$ cat src/rtl/peripheral_mult_if.sv
// Data-bus slice seen by the memory-mapped multiplier: chip select, byte address,
// write strobe, write data and combinational read data.
interface peripheral_mult_if;
   logic        cs;
   logic [4:0]  addr;
   logic        wr;
   logic [31:0] d_in;
   logic [31:0] d_out;

   modport master (output cs, addr, wr, d_in, input d_out);
   modport slave  (input cs, addr, wr, d_in, output d_out);
endinterface

$ cat src/rtl/peripheral_mult.sv
// Memory-mapped 32x32->64 unsigned shift-and-add multiplier with fixed 32-cycle latency.
// state | meaning
// IDLE  | no product computed since reset; accepts start
// RUN   | one shift-and-add iteration per cycle; A/B/CTRL writes ignored
// DONE  | product latched in RES; done sticky until next start
module peripheral_mult #(
   parameter int WIDTH = 32
) (
   input logic               clk,
   input logic               rst,
   peripheral_mult_if.slave  bus
);

   typedef enum logic [1:0] {
      S_IDLE = 2'd0,
      S_RUN  = 2'd1,
      S_DONE = 2'd2
   } state_t;

   state_t             state;
   state_t             state_next;

   logic [WIDTH-1:0]   op_a;
   logic [WIDTH-1:0]   op_b;
   logic [2*WIDTH-1:0] mcand;
   logic [WIDTH-1:0]   mplier;
   logic [2*WIDTH-1:0] acc;
   logic [2*WIDTH-1:0] acc_next;
   logic [2*WIDTH-1:0] res;
   logic [4:0]         count;

   logic [2:0]         reg_sel;
   logic               wr_en;
   logic               start;
   logic               last_iter;
   logic               unused_bits;

   assign reg_sel     = bus.addr[4:2];
   assign wr_en       = bus.cs & bus.wr;
   assign unused_bits = ^bus.addr[1:0];

   assign start     = wr_en && (reg_sel == 3'd2) && bus.d_in[0] && (state != S_RUN);
   assign last_iter = (state == S_RUN) && (count == 5'd31);
   assign acc_next  = acc + (mplier[0] ? mcand : '0);

   always_ff @(posedge clk or posedge rst) begin
      if (rst) begin
         state <= S_IDLE;
      end else begin
         state <= state_next;
      end
   end

   always_comb begin
      state_next = state;
      case (state)
         S_IDLE:  if (start) state_next = S_RUN;
         S_RUN:   if (last_iter) state_next = S_DONE;
         S_DONE:  if (start) state_next = S_RUN;
         default: state_next = S_IDLE;
      endcase
   end

   always_ff @(posedge clk or posedge rst) begin
      if (rst) begin
         op_a   <= '0;
         op_b   <= '0;
         mcand  <= '0;
         mplier <= '0;
         acc    <= '0;
         res    <= '0;
         count  <= '0;
      end else begin
         if (wr_en && (state != S_RUN)) begin
            if (reg_sel == 3'd0) op_a <= bus.d_in;
            if (reg_sel == 3'd1) op_b <= bus.d_in;
         end
         if (start) begin
            mcand  <= {{WIDTH{1'b0}}, op_a};
            mplier <= op_b;
            acc    <= '0;
            count  <= '0;
         end else if (state == S_RUN) begin
            acc    <= acc_next;
            mcand  <= mcand << 1;
            mplier <= mplier >> 1;
            count  <= count + 5'd1;
         end
         // Product register only changes here, so the old result stays readable during RUN.
         if (last_iter) res <= acc_next;
      end
   end

   always_comb begin
      bus.d_out = '0;
      if (bus.cs) begin
         case (reg_sel)
            3'd0:    bus.d_out = op_a;
            3'd1:    bus.d_out = op_b;
            3'd3:    bus.d_out = {30'd0, (state == S_RUN), (state == S_DONE)};
            3'd4:    bus.d_out = res[WIDTH-1:0];
            3'd5:    bus.d_out = res[2*WIDTH-1:WIDTH];
            default: bus.d_out = '0;
         endcase
      end
   end

endmodule
$ cat src/flat_wrapper.sv
// flat-port wrapper written by rule: the top's interface ports become plain ports
module peripheral_mult_flat 
#(
   parameter int WIDTH = 32
)
  (clk, rst, bus_cs, bus_addr, bus_wr, bus_d_in, bus_d_out);
  peripheral_mult_if bus_i ();
  input logic clk;
  input logic rst;
  input wire logic [$bits(bus_i.cs)-1:0] bus_cs;
  input wire logic [$bits(bus_i.addr)-1:0] bus_addr;
  input wire logic [$bits(bus_i.wr)-1:0] bus_wr;
  input wire logic [$bits(bus_i.d_in)-1:0] bus_d_in;
  output wire logic [$bits(bus_i.d_out)-1:0] bus_d_out;
  assign bus_i.cs = bus_cs;
  assign bus_i.addr = bus_addr;
  assign bus_i.wr = bus_wr;
  assign bus_i.d_in = bus_d_in;
  assign bus_d_out = bus_i.d_out;
  peripheral_mult #(.WIDTH(WIDTH)) u_core (.clk(clk), .rst(rst), .bus(bus_i));
endmodule
$ cat config.mk
export PLATFORM = sky130hd
export DESIGN_NAME = peripheral_mult_flat
export DESIGN_NICKNAME = d
export VERILOG_FILES = /design/src/rtl/peripheral_mult_if.sv /design/src/rtl/peripheral_mult.sv /design/src/flat_wrapper.sv
export SDC_FILE = /design/constraint.sdc
export NUM_CORES = 1
export LEC_CHECK = 0
export ABC_CLOCK_PERIOD_IN_PS = 9900
export CAP_MARGIN = 20
export CORE_MARGIN = 2
export CORE_UTILIZATION = 56
export CTS_CLUSTER_DIAMETER = 40
export CTS_CLUSTER_SIZE = 25
export DETAILED_ROUTE_END_ITERATION = 6
export PLACE_DENSITY = 0.86
export SYNTH_ARGS = -nofsm -noshare
export SYNTH_HDL_FRONTEND = slang
export SYNTH_SLANG_ARGS = --single-unit
$ cat constraint.sdc
create_clock -name clk -period 9.9 [get_ports clk]
set_input_delay 1.98 -clock clk [delete_from_list [all_inputs] [get_ports clk]]
set_output_delay 1.98 -clock clk [all_outputs]
set_load 0.02 [all_outputs]
* Word level (Yosys, flattened, before mapping)
Index checks and enable logic that the tools add are counted.
** Operators by class
- Add/sub/neg operators :: 2
- Equality and inequality tests :: 11
- Mux-type cells :: 14
- Bitwise operators :: 1
- Reductions and logical operators :: 12
** Operators by type and width (number)
- two-way mux 64 bit :: 5
- case mux 32 bit (5 select lines) :: 1
- two-way mux 32 bit :: 3
- adder 64 bit :: 1
- two-way mux 5 bit :: 2
- == test 3 x 2 -> 1 bit (second input constant) :: 2
- == test 3 bit (second input constant) :: 2
- != test 2 x 1 -> 1 bit (second input constant) :: 3
- AND reduction 2 bit :: 3
- adder 5 x 1 -> 5 bit (second input constant) :: 1
- == test 5 bit (second input constant) :: 1
- logical AND 1 bit :: 5
- two-way mux 2 bit :: 2
- case mux 2 bit (2 select lines) :: 1
- == test 3 x 1 -> 1 bit (second input constant) :: 1
- zero test 3 bit :: 1
- == test 2 x 1 -> 1 bit (second input constant) :: 1
- == test 2 bit (second input constant) :: 1
- zero test 2 bit :: 1
- nonzero test 2 bit :: 1
- OR reduction 2 bit :: 1
- AND 1 bit :: 1
** Storage, ports and cells
- Register bits after elaboration :: 295
- Input bits :: 41
- Output and inout bits :: 32
- Logic and storage cells :: 48

* Logic depth before layout (Yosys ltp)
- Depth after elaboration :: 6
- Depth in mapped cells :: 14
- Gate-level depth less buffers :: 12

* Least setup slack after synthesis
No wires, ideal clock.
- Path kind :: input-to-output
- Start point :: in bus_addr[4]
- End point :: out bus_d_out[10]
- Arrival :: 3263 ps
- Data required time :: 7920 ps
- Path slack :: 4657 ps
- Stages :: 5
- Buffers on the path :: 2
- Cell sequence :: clkbuf_1 -> nor3_1 -> clkbuf_1 -> a22oi_1 -> a21oi_1
** Between the ends
- Cells in the longest elaborated chain, start to end :: 3
- Elaborated cells between the ends (all ways) :: 7
- Classes of those cells :: eq/ne: 4; mux: 2; reduce/logical: 1
** RTL lines
- start: declaration :: RTL line flat_wrapper.sv:11 : input wire logic [$bits(bus_i.addr)-1:0] bus_addr;
- == test 3 bit, or another cell as far along :: RTL line peripheral_mult.sv:97 : case (reg_sel)
- case mux 32 bit (5 select lines) * :: RTL line peripheral_mult.sv:97
- two-way mux 32 bit * :: RTL line peripheral_mult.sv:96 : if (bus.cs) begin
- end: declaration :: RTL line flat_wrapper.sv:14 : output wire logic [$bits(bus_i.d_out)-1:0] bus_d_out;
Mark *: on every way between the ends. The rest lies on a longest branch, timed or not.

* Worst setup path in the final report
- Start point :: in bus_addr[2]
- End point :: out bus_d_out[30]
The elaborated chain is that of the path after synthesis.

==> results.toml <==
[run_status]
run_status = "complete, no violations"

[final_layout]
stdcell_area_mm2 = 0.0193
area_added_between_synthesis_and_finish_pct = 14.2
drive_gt1_frac = 0.0993
layout_common_cells = "349 x nand2_1, 295 x dfrtp_1, 170 x o21ai_0"
diodes_inserted = 0
final_nets = 2041
final_cell_count_no_fill = 2354
n_fill_cell = 2287
layout.cells.most_common = "nand2_1"

[sta]
fmax_mhz = 151
final.min_clock_period_ns = 6.63
timing.final.hold_violations = 0
setup_tns_ns = 0
worstMarginPinSlew_ns = 1.04
fin_crit_sh = 0.670
worst_slew_margin_rel = 0.309
rsz0062_at_grt = "false"
drv_slew = 0
timing.clock.skew_ns = 0.0261
setup_viol = 0

[min_path]
worst_hold_path_type = "flop to flop"
timing.hold.worst_path_depth = 2

[worst_setup_path]
cp.buffers_inverters = 3
cp_data_arrival_time_ns = 4.65
critPathLaunchType = "input pin"
rr_endpoint = "u_core.res[60]"
regToRegStartpoint = "u_core.mplier[0]"
critPathKind = "input pin to output port"
r2r_setup_slack_ns = 5.60
endpoint = "bus_d_out[30]"
path_cells = "clkdlybuf4s50_1 -> nand2b_1 -> nand2_1 -> nand2_1 -> buf_16 -> a21oi_1 -> clkdlybuf4s50_1"
crit_cells = 7
worstPathMaxFanout = 21
rr_worst_depth = 13
cp-startpoint = "bus_addr[2]"
worst_setup_path_end_kind = "output port"
timing.critical_path.required_ns = 7.92
worst_path_max_delay_cell = "clkdlybuf4s50_1"
critical_path.max_stage_delay_ns = 0.73
cp_top_family = "buffers and inverters"

[power_and_ir_drop]
power.static_leakage_uw = 0.00843
clock_power_share = 0.232
swShare = 0.434
powerDensity_mw_per_mm2 = 339
p_int_uw = 3690
max-vdd-ir-drop_v = 0.000191
seq_power_share = 0.311
p_sw_uw = 2830
comb_power_share = 0.457

[grt]
grt_use_total = 0.310
grt_max_degree = 110
antenna_found_initial = 0
grt_first_pass_wirelength_um = 78200
grt_overflow = 0
vias_in_the_first_global_route = 14900

[synth]
netlist_instances = 1934
synthesis.area_per_instance_um2 = 8.73
syn_area_mm2 = 0.0169
synthDistinctLibCells = 75
synth_nets = 2041
post_synth_main_area_contributors = "dfrtp_1 44%, nand2_1 7.8%, o21ai_0 5.0%, ha_1 4.8%, mux2_2 4.5%"
synth_enable_flop_cells = 0
yosys_warnings = 0
postSynth.asyncResetShare = 1.00
synth_top_flop_cell = "dfrtp_1"
sequential_to_total_area_share_from_yosys_stat = 0.437
synth_top_area_share = 0.437
yosysTopAreaCell = "dfrtp_1"
synth-seq-cells = 295

[clock_network]
postCtsSetupRepairBufs = 0
cts_root_buffer = "clkbuf_16"
cts_clk_pin_slew_worst_paths_ns = 0.06
clkLatencyLatePin_ns = 0.54
maximum_level_of_the_cts_h_tree = 2
num_clock_sinks = 295
cts_resized = 0
cts_inserted_buffers = 41
hold_buf_cts = 0
tritoncts_clock_tree = "yes"
clock_tree.buffer_depth = 3

[route]
avgRoutedWirePerCell_um = 20.8
route.antenna.remaining_nets = 0
initialDrtViolationCount = 1778
wl_um = 48900
first_pass_iters = 6
vias_per_cell = 6.50
route.vias.total = 15300
drc_errors = 0

[placement]
gp_congestion = 0.956
dpl.hpwl_um = 32300
placement.io_buffers = 70
placed_cells_incl_taps = 2277
postPlaceCellArea_mm2 = 0.0178

[die]
initial_core_util = 0.570
rows = 63
die_height_um = 178
placeable_core_area_mm2 = 0.0296
die_width_um = 178
floorplan.die_area_mm2 = 0.0316
io-pin-count = 73

[run]
max_cap_viol_count = 0
[worst reg2reg max path, stage by stage (launching register included)]
cell and delay, ns:
dfrtp_1 0.32, buf_4 0.52, and2_1 0.24, ha_1 0.21, fa_1 0.30, a211oi_2 0.13
o21ai_2 0.28, nand3_2 0.15, o211ai_2 0.35, a211oi_2 0.21, or4_4 0.62, a211oi_1 0.55
nand4b_1 0.21, nand3_1 0.09
[cell usage after synthesis, types with 23 or more instances]
master,n
nand2_1,350
dfrtp_1,295
o21ai_0,170
nor2_1,134
clkbuf_1,124
a21oi_1,122
nand3_1,78
a31oi_1,71
and2_1,71
mux2_2,68
ha_1,65
a22oi_1,63
a21o_1,30
xnor2_1,27
nor3_1,24
xor2_1,23
[per-layer routing]
metal / vias to the layer above / part of all wire / global-route usage
met2: 741 / 0.48 / 0.502
li1: 6874 / - / -
met1: 7534 / 0.41 / 0.406
met5: - / 0 / 0
met4: 0 / 0.042 / 0.140
met3: 152 / 0.076 / 0.0559
[power groups by stage]
stage	logic [uW]	clock network, uW	registers (uW)
after floorplan	2250	0	1880
after global placement	2760	0	2000
after detailed placement	2880	0	2020
after CTS	2920	1530	2010
after global routing	3290	1580	2060
final	2980	1520	2030
[worst min path at each step]
| stage | end | startpoint | slack [ns] |
|---|---|---|---|
| floorplan | u_core.res[0] | u_core.res[0] | 0.44 |
| global placement | u_core.res[19] | u_core.res[19] | 0.46 |
| detailed placement | u_core.res[19] | u_core.res[19] | 0.47 |
| CTS | u_core.res[17] | u_core.res[17] | 0.48 |
| global route | u_core.res[16] | u_core.res[16] | 0.51 |
| finish | u_core.res[17] | u_core.res[17] | 0.48 |
[flip-flops by register name (all words and copies together) (netlist names)]
signal	cells
u_core.acc	64
u_core.mcand	64
u_core.res	64
u_core.mplier	32
u_core.op_a	32
u_core.op_b	32
u_core.count	5
u_core.state	2
[stage by stage]
stage	hold WS [ns]	total power, uW	worst slack [ns]	utilization
floorplan	0.442	4130	4.00	-
global placement	0.462	4760	2.99	0.599
detailed placement	0.471	4900	2.94	0.600
CTS	0.484	6450	2.95	0.647
global route	0.515	6930	3.17	0.650
finish	0.483	6530	3.27	0.650
[final cells by class]
class / instances / area (um^2) / area share
clock buffers: 48 / 1090 / 0.0567
clock inverters: 25 / 317 / 0.0164
inverters: 16 / 63.8 / 0.00331
multi-input cells: 1487 / 8980 / 0.466
flip-flops and latches: 295 / 7380 / 0.383
well taps: 390 / 488 / 0.0253
repair buffers: 93 / 953 / 0.0495
[cell families after synthesis]
| kind of cell | Yosys count | synth area share |
|---|---|---|
| XOR/XNOR | 50 | 0.0259 |
| adder cells (fa/ha/maj) | 66 | 0.0494 |
| AO/OA/AOI/OAI | 550 | 0.203 |
| flip-flops | 295 | 0.437 |
| AND/OR/NAND/NOR | 743 | 0.199 |
| buffers and inverters | 152 | 0.0343 |
| multiplexers | 78 | 0.0513 |
Power figures use the tool's default switching activity.
